[config.mk]
export PLATFORM = sky130hd
export DESIGN_NAME = sfp_send_32to8_flat
export DESIGN_NICKNAME = d
export VERILOG_FILES = /design/src/rtl/sfp_send_32to8_if.sv /design/src/rtl/sfp_send_32to8.sv /design/src/flat_wrapper.sv
export SDC_FILE = /design/constraint.sdc
export NUM_CORES = 2
export LEC_CHECK = 0
export ABC_AREA = 1
export CAP_MARGIN = 40
export CORE_UTILIZATION = 68
export DETAILED_ROUTE_END_ITERATION = 6
export PLACE_DENSITY_LB_ADDON = 0.1
export SLEW_MARGIN = 0
export SYNTH_ARGS = -nofsm -noshare
export SYNTH_HDL_FRONTEND = slang
export SYNTH_SLANG_ARGS = --single-unit
[constraint.sdc]
create_clock -name clk -period 15 [get_ports clk]
set_input_delay 3 -clock clk [delete_from_list [all_inputs] [get_ports clk]]
set_output_delay 3 -clock clk [all_outputs]
set_load 0.05 [all_outputs]
[src/rtl/sfp_send_32to8_if.sv]
// Word-side and byte-side handshake signals of the SFP 32-to-8 transmit path.
// master = word source / byte sink (scheduler + MAC), slave = the serialiser.
// tx_ack travels back to the word source; the byte stream is strobe-only (no backpressure).
interface sfp_send_32to8_if;
  logic [32:0] data_in;
  logic        data_in_valid;
  logic        tx_ack;
  logic [7:0]  data_out_sfp;
  logic        data_out_sfp_valid;

  modport master (
    output data_in, data_in_valid,
    input  tx_ack, data_out_sfp, data_out_sfp_valid
  );

  modport slave (
    input  data_in, data_in_valid,
    output tx_ack, data_out_sfp, data_out_sfp_valid
  );
endinterface

[src/rtl/sfp_send_32to8.sv]
// Buffers one 33-bit word packet, validates header/SFP number, serialises IP, port, payload MSB-first as bytes.
// Latency: first byte 2 clk after the cycle data_in_valid drops; frame is contiguous, then IFG_CYCLES idle.
// No backpressure on bytes; the word side is paced by a tx_ack pulse issued once the previous frame+gap is done.
module sfp_send_32to8 #(
  parameter logic [7:0] SFP_OUT_NUM = 8'd1,
  parameter int         MAX_WORDS   = 50,
  parameter int         IFG_CYCLES  = 12
) (
  input  logic              clk,
  input  logic              reset,
  sfp_send_32to8_if.slave   bus,
  output logic [15:0]       drop_cnt,
  output logic              ovf_flag
);

  localparam int CW = $clog2(MAX_WORDS + 1);
  localparam int IW = $clog2(MAX_WORDS);
  localparam int GW = $clog2(IFG_CYCLES + 1);
  localparam logic [CW-1:0] MAX_W    = CW'(MAX_WORDS);
  localparam logic [CW-1:0] MIN_W    = CW'(3);
  localparam logic [GW-1:0] LAST_GAP = GW'(IFG_CYCLES - 1);

  typedef enum logic [3:0] {
    ST_IDLE, ST_ACK, ST_WAIT, ST_RECV, ST_CHECK,
    ST_SEND_IP, ST_SEND_PORT, ST_SEND_DATA, ST_GAP
  } state_t;

  state_t         state, state_nxt;
  logic [32:0]    mem [MAX_WORDS];
  logic [CW-1:0]  wr_cnt;
  logic [CW-1:0]  rd_idx;
  logic [1:0]     byte_cnt;
  logic [GW-1:0]  gap_cnt;
  logic           mark_err;
  logic           drop_pkt;
  logic           wr_en;
  logic [IW-1:0]  wr_addr;
  logic [IW-1:0]  rd_sel;
  logic           sending;
  logic           last_word;
  logic [7:0]     send_byte;

  // Header must carry the marker and our SFP number, at least header+IP+port, no stray header markers later.
  assign drop_pkt = !mem[0][32] || (mem[0][7:0] != SFP_OUT_NUM) || (wr_cnt < MIN_W) || mark_err;

  // Words past MAX_WORDS are never written; the stored packet is simply truncated.
  assign wr_en   = bus.data_in_valid && ((state == ST_WAIT) || ((state == ST_RECV) && (wr_cnt < MAX_W)));
  assign wr_addr = (state == ST_WAIT) ? '0 : wr_cnt[IW-1:0];

  assign rd_sel    = rd_idx[IW-1:0];
  assign last_word = (rd_idx == wr_cnt - CW'(1));
  assign sending   = (state == ST_SEND_IP) || (state == ST_SEND_PORT) || (state == ST_SEND_DATA);

  assign bus.tx_ack             = (state == ST_ACK);
  assign bus.data_out_sfp_valid = sending;
  assign bus.data_out_sfp       = sending ? send_byte : 8'h00;

  // State register; reset aborts any frame in progress immediately.
  always_ff @(posedge clk or negedge reset) begin
    if (!reset) state <= ST_IDLE;
    else        state <= state_nxt;
  end

  // Next-state logic: one packet in flight, ack only after the previous frame and gap.
  always_comb begin
    state_nxt = state;
    case (state)
      ST_IDLE:      state_nxt = ST_ACK;
      ST_ACK:       state_nxt = ST_WAIT;
      ST_WAIT:      if (bus.data_in_valid) state_nxt = ST_RECV;
      ST_RECV:      if (!bus.data_in_valid) state_nxt = ST_CHECK;
      ST_CHECK:     state_nxt = drop_pkt ? ST_GAP : ST_SEND_IP;
      ST_SEND_IP:   if (byte_cnt == 2'd3) state_nxt = ST_SEND_PORT;
      ST_SEND_PORT: if (byte_cnt == 2'd3) state_nxt = (wr_cnt == MIN_W) ? ST_GAP : ST_SEND_DATA;
      ST_SEND_DATA: if ((byte_cnt == 2'd3) && last_word) state_nxt = ST_GAP;
      ST_GAP:       if (gap_cnt == LAST_GAP) state_nxt = ST_IDLE;
      default:      state_nxt = ST_IDLE;
    endcase
  end

  // Byte select within the word currently being serialised, MSB first.
  always_comb begin
    send_byte = 8'h00;
    case (byte_cnt)
      2'd0: send_byte = mem[rd_sel][31:24];
      2'd1: send_byte = mem[rd_sel][23:16];
      2'd2: send_byte = mem[rd_sel][15:8];
      2'd3: send_byte = mem[rd_sel][7:0];
      default: send_byte = 8'h00;
    endcase
  end

  // Packet buffer; contents are only meaningful up to wr_cnt, so it needs no reset.
  always_ff @(posedge clk) begin
    if (wr_en) mem[wr_addr] <= bus.data_in;
  end

  // Write/read indices, byte and gap counters, drop and overflow bookkeeping.
  always_ff @(posedge clk or negedge reset) begin
    if (!reset) begin
      wr_cnt   <= '0;
      rd_idx   <= '0;
      byte_cnt <= 2'd0;
      gap_cnt  <= '0;
      mark_err <= 1'b0;
      drop_cnt <= 16'h0000;
      ovf_flag <= 1'b0;
    end else begin
      case (state)
        ST_IDLE: begin
          wr_cnt   <= '0;
          rd_idx   <= '0;
          byte_cnt <= 2'd0;
          gap_cnt  <= '0;
          mark_err <= 1'b0;
        end
        ST_WAIT: begin
          if (bus.data_in_valid) wr_cnt <= CW'(1);
        end
        ST_RECV: begin
          if (bus.data_in_valid) begin
            if (wr_cnt < MAX_W) begin
              wr_cnt <= wr_cnt + CW'(1);
              if (bus.data_in[32]) mark_err <= 1'b1;
            end else begin
              ovf_flag <= 1'b1;
            end
          end
        end
        ST_CHECK: begin
          rd_idx   <= CW'(1);
          byte_cnt <= 2'd0;
          gap_cnt  <= '0;
          if (drop_pkt && (drop_cnt != 16'hFFFF)) drop_cnt <= drop_cnt + 16'd1;
        end
        ST_SEND_IP: begin
          // Port goes out as its low two bytes only, so start that word at byte 2.
          if (byte_cnt == 2'd3) begin
            rd_idx   <= CW'(2);
            byte_cnt <= 2'd2;
          end else begin
            byte_cnt <= byte_cnt + 2'd1;
          end
        end
        ST_SEND_PORT: begin
          byte_cnt <= byte_cnt + 2'd1;
          if (byte_cnt == 2'd3) rd_idx <= CW'(3);
        end
        ST_SEND_DATA: begin
          byte_cnt <= byte_cnt + 2'd1;
          if ((byte_cnt == 2'd3) && !last_word) rd_idx <= rd_idx + CW'(1);
        end
        ST_GAP: begin
          gap_cnt <= gap_cnt + GW'(1);
        end
        default: ;
      endcase
    end
  end

endmodule
[src/flat_wrapper.sv]
// flat-port wrapper written by rule: the top's interface ports become plain ports
module sfp_send_32to8_flat 
#(
  parameter logic [7:0] SFP_OUT_NUM = 8'd1,
  parameter int         MAX_WORDS   = 50,
  parameter int         IFG_CYCLES  = 12
)
  (clk, reset, drop_cnt, ovf_flag, bus_data_in, bus_data_in_valid, bus_tx_ack, bus_data_out_sfp, bus_data_out_sfp_valid);
  sfp_send_32to8_if bus_i ();
  input  logic clk;
  input  logic reset;
  output logic [15:0] drop_cnt;
  output logic ovf_flag;
  input wire logic [$bits(bus_i.data_in)-1:0] bus_data_in;
  input wire logic [$bits(bus_i.data_in_valid)-1:0] bus_data_in_valid;
  output wire logic [$bits(bus_i.tx_ack)-1:0] bus_tx_ack;
  output wire logic [$bits(bus_i.data_out_sfp)-1:0] bus_data_out_sfp;
  output wire logic [$bits(bus_i.data_out_sfp_valid)-1:0] bus_data_out_sfp_valid;
  assign bus_i.data_in = bus_data_in;
  assign bus_i.data_in_valid = bus_data_in_valid;
  assign bus_tx_ack = bus_i.tx_ack;
  assign bus_data_out_sfp = bus_i.data_out_sfp;
  assign bus_data_out_sfp_valid = bus_i.data_out_sfp_valid;
  sfp_send_32to8 #(.SFP_OUT_NUM(SFP_OUT_NUM), .MAX_WORDS(MAX_WORDS), .IFG_CYCLES(IFG_CYCLES)) u_core (.clk(clk), .reset(reset), .bus(bus_i), .drop_cnt(drop_cnt), .ovf_flag(ovf_flag));
endmodule
* Word-level counts from Yosys, hierarchy flattened
Memories as Yosys holds them, arrays and structs flattened.
Cells that the tools add are included.
** Word-level totals
- Logic and storage cells :: 101
- Register bits after elaboration :: 40
- Output and inout bits :: 27
- Input port bits :: 36
- Memories kept :: 1
- RAM bits :: 1650
** Memories
- u_core.mem :: depth 50, bits a word 33, rd ports 2, clocked after memory_dff 0, wr ports 1, RTL line sfp_send_32to8.sv:29 : logic [32:0] mem [MAX_WORDS];
** Cells by class
- Muxes and demuxes :: 29
- $add $sub $neg :: 6
- Order comparisons :: 2
- Bitwise logic cells :: 1
- Equal/unequal tests :: 26
- Reductions and logical operators :: 28
** Operators by type and width (number)
- 2-to-1 mux 6 bit :: 7
- one-hot mux 4 bit (9 select lines) :: 1
- 2-to-1 mux 4 bit :: 8
- one-hot mux 8 bit (4 select lines) :: 1
- one-hot mux 6 bit (5 select lines) :: 1
- inequality test 2 bit, second input constant :: 9
- one-hot mux 6 bit (3 select lines) :: 1
- adder 16 x 1 -> 16 bit, second input constant :: 1
- equality test 4 x 3 -> 1 bit, second input constant :: 4
- inequality test 16 bit, second input constant :: 1
- adder 6 x 1 -> 6 bit, second input constant :: 2
- AND reduction 4 bit :: 3
- equality test 4 x 2 -> 1 bit, second input constant :: 2
- equality test 4 bit, second input constant :: 2
- 2-to-1 mux 8 bit :: 1
- inequality test 8 x 1 -> 1 bit, second input constant :: 1
- one-hot mux 4 bit (2 select lines) :: 1
- equality test 6 x 2 -> 1 bit, second input constant :: 1
- equality test 6 bit :: 1
- logical OR 1 bit :: 6
- < comparator 6 x 2 -> 1 bit, second input constant :: 1
- < comparator 6 bit, second input constant :: 1
- one-hot mux 2 bit (3 select lines) :: 1
- AND reduction 6 bit :: 1
- other kinds (21) :: 34

* Longest topological paths before layout
- Depth in word-level cells :: 6
- Mapped depth :: 18
- Depth with buffers taken out :: 15

* Worst setup path before layout
No wires, ideal clock.
- Kind :: input to register
- From :: input bus_data_in_valid
- To :: memory u_core.mem[34][0] (enable)
- Library setup time :: 0.502 ns
- Stages :: 2
- Arrival time :: 6.233 ns
- Required time :: 14.498 ns
- Setup slack :: 8.265 ns
- Path buffers :: 0
- Cells stage by stage :: nand2_1 nor4_1
** On the way
- Cells in the longest elaborated chain, start to end :: 3
** Ends and longest elaborated chain
- start: declaration :: RTL line flat_wrapper.sv:15 : input wire logic [$bits(bus_i.data_in_valid)-1:0] bus_data_in_valid;
- logical AND 1 bit :: RTL line sfp_send_32to8.sv:47 : assign wr_en = bus.data_in_valid && ((state == ST_WAIT) || ((state == ST_RECV) && (wr_cnt < MAX_W)));
- 2-to-1 mux 1 bit :: RTL line sfp_send_32to8.sv:95 : if (wr_en) mem[wr_addr] <= bus.data_in;
- 2-to-1 mux 1 bit (implied by the code) :: RTL line sfp_send_32to8.sv:95
- end: declaration :: RTL line sfp_send_32to8.sv:29
No other way between the ends.

* Worst setup path after layout
- From :: register u_core.rd_idx[1]
- To :: output bus_data_out_sfp[4]
** On the way
- Cells in the longest elaborated chain, start to end :: 3
** Ends and longest elaborated chain
- start: declaration :: RTL line sfp_send_32to8.sv:31 : logic [CW-1:0] rd_idx;
- start signal: assignment :: RTL line sfp_send_32to8.sv:151 : if ((byte_cnt == 2'd3) && !last_word) rd_idx <= rd_idx + CW'(1);
- memory (50 x 33 bit)
- one-hot mux 8 bit (4 select lines) :: RTL line sfp_send_32to8.sv:84 : case (byte_cnt)
- 2-to-1 mux 8 bit :: RTL line sfp_send_32to8.sv:56 : assign bus.data_out_sfp = sending ? send_byte : 8'h00;
- end: declaration :: RTL line flat_wrapper.sv:17 : output wire logic [$bits(bus_i.data_out_sfp)-1:0] bus_data_out_sfp;
No other way between the ends.

==> metrics.md <==
| Metric | Value |
|---|---|
| Status | complete, but fails checks |
| Violated checks | design-rule violations |
| Mapped cell area | 69100 um^2 |
| Critical path type | reg2out |
| R2r setup slk | 11.04 ns |
| Critical Path RT | 12.00 ns |
| Share of cells above drive strength 1 | 6.67% |
| Avg Cell Area, Syn | 10.8 um^2 |
| Global route overflow | 0 |
| Final Wtd Congestion | 0.902 |
| Final core utilization | 75.9% |
| Grt met1 use | 50.9% |
| Area fraction of the dominant cell type after synthesis | 69.6% |
| Reg2reg start | u_core.wr_cnt[3]$_DFFE_PN0P_ |
| PostCTS Resize Cnt | 0 |
| First-pass GRT wire length | 276000 um |
| Class of the worst hold path | reg2reg |
| Predominant post-synthesis flop cell | edfxtp_1 |
| Post-synth top area cell | edfxtp_1 |
| Core region area | 100000 um^2 |
| Detail Route Antenna Nets | 0 |
| Fmax | 111 MHz |
| Antenna violations before repair | 5 |
| Ports | 63 |
| Sequential-to-total area share from yosys stat | 71.0% |
| Post-layout min period | 9.03 ns |
| CP endpoint kind | output pin |
| Pwr per Cell Area | 145 nW/um^2 |
| Pre-Repair DR Iteration Count | 7 |
| Clock Skew | 0.0188 ns |
| Synthesized net count | 6417 |
| Post-Synthesis Cells | 6372 |
| Starting Density | 68.8% |
| Worst VDD drop | 0.119 mV |
| Slew headroom | 20.6% |
| Post-DR vias/cell | 6.07 |
| Reg2Reg Depth | 10 |
| Worst-margin pin slew | 1.19 ns |
| Std-Cell Rows | 116 |
| Crit path DAT | 6.03 ns |
| CTS sink cnt | 1641 |
| Met3 usage | 7.37% |
| # Max-Cap Violations | 0 |
| Area Overhead vs Synth | 10.3% |
| Fin crit share | 60.2% |
| Gr busiest metal | met2 |
| Clock-pin slew on the worst setup and hold paths | 0.06 ns |
| Post-route cell area | 76200 um^2 |
| Root Buffer | clkbuf_16 |
| Setup Buffers After CTS | 0 |
| Total routed wirelength | 186000 um |
| RSZ-0062 raised after global routing | no |
| Hold-critical path endpoint | u_core.state[2]$_DFFE_PN0P_ |
| Final Total Pwr | 11.1 mW |
| H-tree depth | 4 |
| IO Port Bufs | 62 |
| Filler cell count | 6450 |
| Clock Path Buffers | 3 |
| Top-count cell post-synth | nand2_1 |
| Die Wd | 321 um |
| Async set-reset flop share out of synthesis | 2.44% |
| # hold bufs at CTS | 0 |
| Final Hold Violating Endpoints | 0 |
| HPWL Detailed | 96100 um |
| Critical path startpoint category | register |
| Number of synthesized flops with an enable pin | 1601 |
| Reg2reg end | u_core.mem[15][3]$_DFFE_PP_ |
| Die H | 321 um |
| CTS tree | yes |
| Routed wire length per instance | 23.6 um |
| Synthesized flop and latch total | 1641 |
| Placed instance area | 71200 um^2 |
| Setup TNS | 0 ns |
| Worst Path Max Fanout | 132 |
| Largest net degree at the start of global routing | 205 |
| Ant diodes | 0 |
| YS warnings | 0 |
| Tot GR Track Use | 36.4% |
| Leak | 29.6 nW |
| Worst-skew pair later-pin latency | 0.78 ns |
| Hold slack | 0.521 ns |
| Hold Crit Depth | 2 |
| Via Count | 47736 |
| Remaining DRCs | 1 |
| DRT iter0 DRCs | 7085 |
| Met2 Usage GRT | 56.1% |
| Nets@finish | 6419 |
| Final setup violation count | 0 |
| Critical hold path startpoint | u_core.state[2]$_DFFE_PN0P_ |
| Die ar. | 103000 um^2 |
| CTS buffer count | 159 |
| Distinct cells, synth | 40 |
| Area contributors post-synth | edfxtp_1 70%, nand2_1 13%, nand3_1 6.1% |
| Fin. max-slew vios | 0 |
| Vias in the first global route | 45723 |
| Most instantiated cells after synthesis | 2425 x nand2_1, 1601 x edfxtp_1, 841 x nand3_1 |
[cells by family (layout without fill, tap and decap cells)]
| group | count (synthesis) | count (layout) | share of synthesized area, % |
|---|---|---|---|
| xor+xnor | 25 | 25 | 0.317 |
| buf+inv | 788 | 925 | 5.02 |
| simple gates | 3667 | 3667 | 21.6 |
| fa+ha+maj | 9 | 9 | 0.163 |
| compound gates | 242 | 242 | 1.86 |
| flops | 1641 | 1641 | 71.0 |
[through the flow]
stage,worst slack [ns],cells
after global routing,5.70,7866
after CTS,5.93,7864
final,5.97,7866
after floorplan,8.27,6372
after detailed placement,6.76,7568
after global placement,6.71,7542
[worst max-delay path: stages (launching register included)]
cell and delay [ns]:
dfrtp_4 0.75, inv_8 0.63, buf_12 0.58, buf_12 0.61
nand3_1 0.15, nand3_1 0.14, nand2_1 0.07, nor2_1 0.14
nand2_1 0.06, nand2_1 0.06, nand2_1 0.13, nand3_1 0.21
nand2_1 0.20, nor2_1 0.46, nor2_1 0.14, clkdlybuf4s50_1 0.74
[registers in the layout, indices dropped and copies added (netlist names)]
name             count
u_core.byte_cnt      2
u_core.drop_cnt     16
u_core.gap_cnt       4
u_core.mark_err      1
u_core.mem        1601
u_core.ovf_flag      1
u_core.rd_idx        6
u_core.state         4
u_core.wr_cnt        6
[routing by layer]
layer | share of wire [%] | up-vias
li1 | - | 21356
met3 | 12 | 505
met2 | 46 | 3120
met1 | 37 | 22745
met4 | 4.2 | 10
met5 | 0.035 | -
[placed cells by master (no fill, tap or decap), types with 3 or more instances in the layout]
cell type and count:
clkbuf_16 169, nand3_1 841, o21ai_0 88, o211ai_1 14
buf_12 27, nor3_1 28, clkinv_1 39, dfrtp_4 3
a21oi_1 126, nor3_2 6, inv_2 9, dfrtp_1 36
clkdlybuf4s50_1 38, ha_1 9, inv_4 3, o21ai_1 6
buf_4 87, buf_16 4, nor2_4 43, xnor2_1 8
nor2_1 297, bufinv_16 8, inv_1 432, buf_2 26
and3_1 8, clkbuf_1 45, clkinv_2 27, clkinvlp_4 5
nand2_1 2424, edfxtp_1 1601, nand4_1 11, xor2_1 17
[report_power, final]
part	internal, mW	switching, mW
clock	2.19	1.66
sequential	5.08	0.0501
combinational	0.550	1.54
[cell type report]
class / instances / area, um^2 / share of cell area (%)
sequential: 1641 / 49100 / 64.4
multi-input combinational: 3943 / 16900 / 22.2
timing repair buffer: 182 / 1810 / 2.38
clock inverter: 82 / 606 / 0.794
tap: 1357 / 1700 / 2.23
clock buffer: 214 / 4400 / 5.77
inverter: 447 / 1710 / 2.24
[worst max-delay path by stage]
stage	startpoint	end	slack (ns)	depth (start not counted)
floorplan	bus_data_in_valid	u_core.mem[34][0]$_DFFE_PP_	8.27	2
CTS	u_core.rd_idx[0]$_DFFE_PN0P_	bus_data_out_sfp[4]	5.93	16
finish	u_core.rd_idx[1]$_DFFE_PN0P_	bus_data_out_sfp[4]	5.97	15
global placement	u_core.rd_idx[0]$_DFFE_PN0P_	bus_data_out_sfp[4]	6.71	15
detailed placement	u_core.rd_idx[0]$_DFFE_PN0P_	bus_data_out_sfp[4]	6.76	16
global route	u_core.rd_idx[0]$_DFFE_PN0P_	bus_data_out_sfp[4]	5.70	16
No activity file was read; power rests on OpenSTA's default activity.
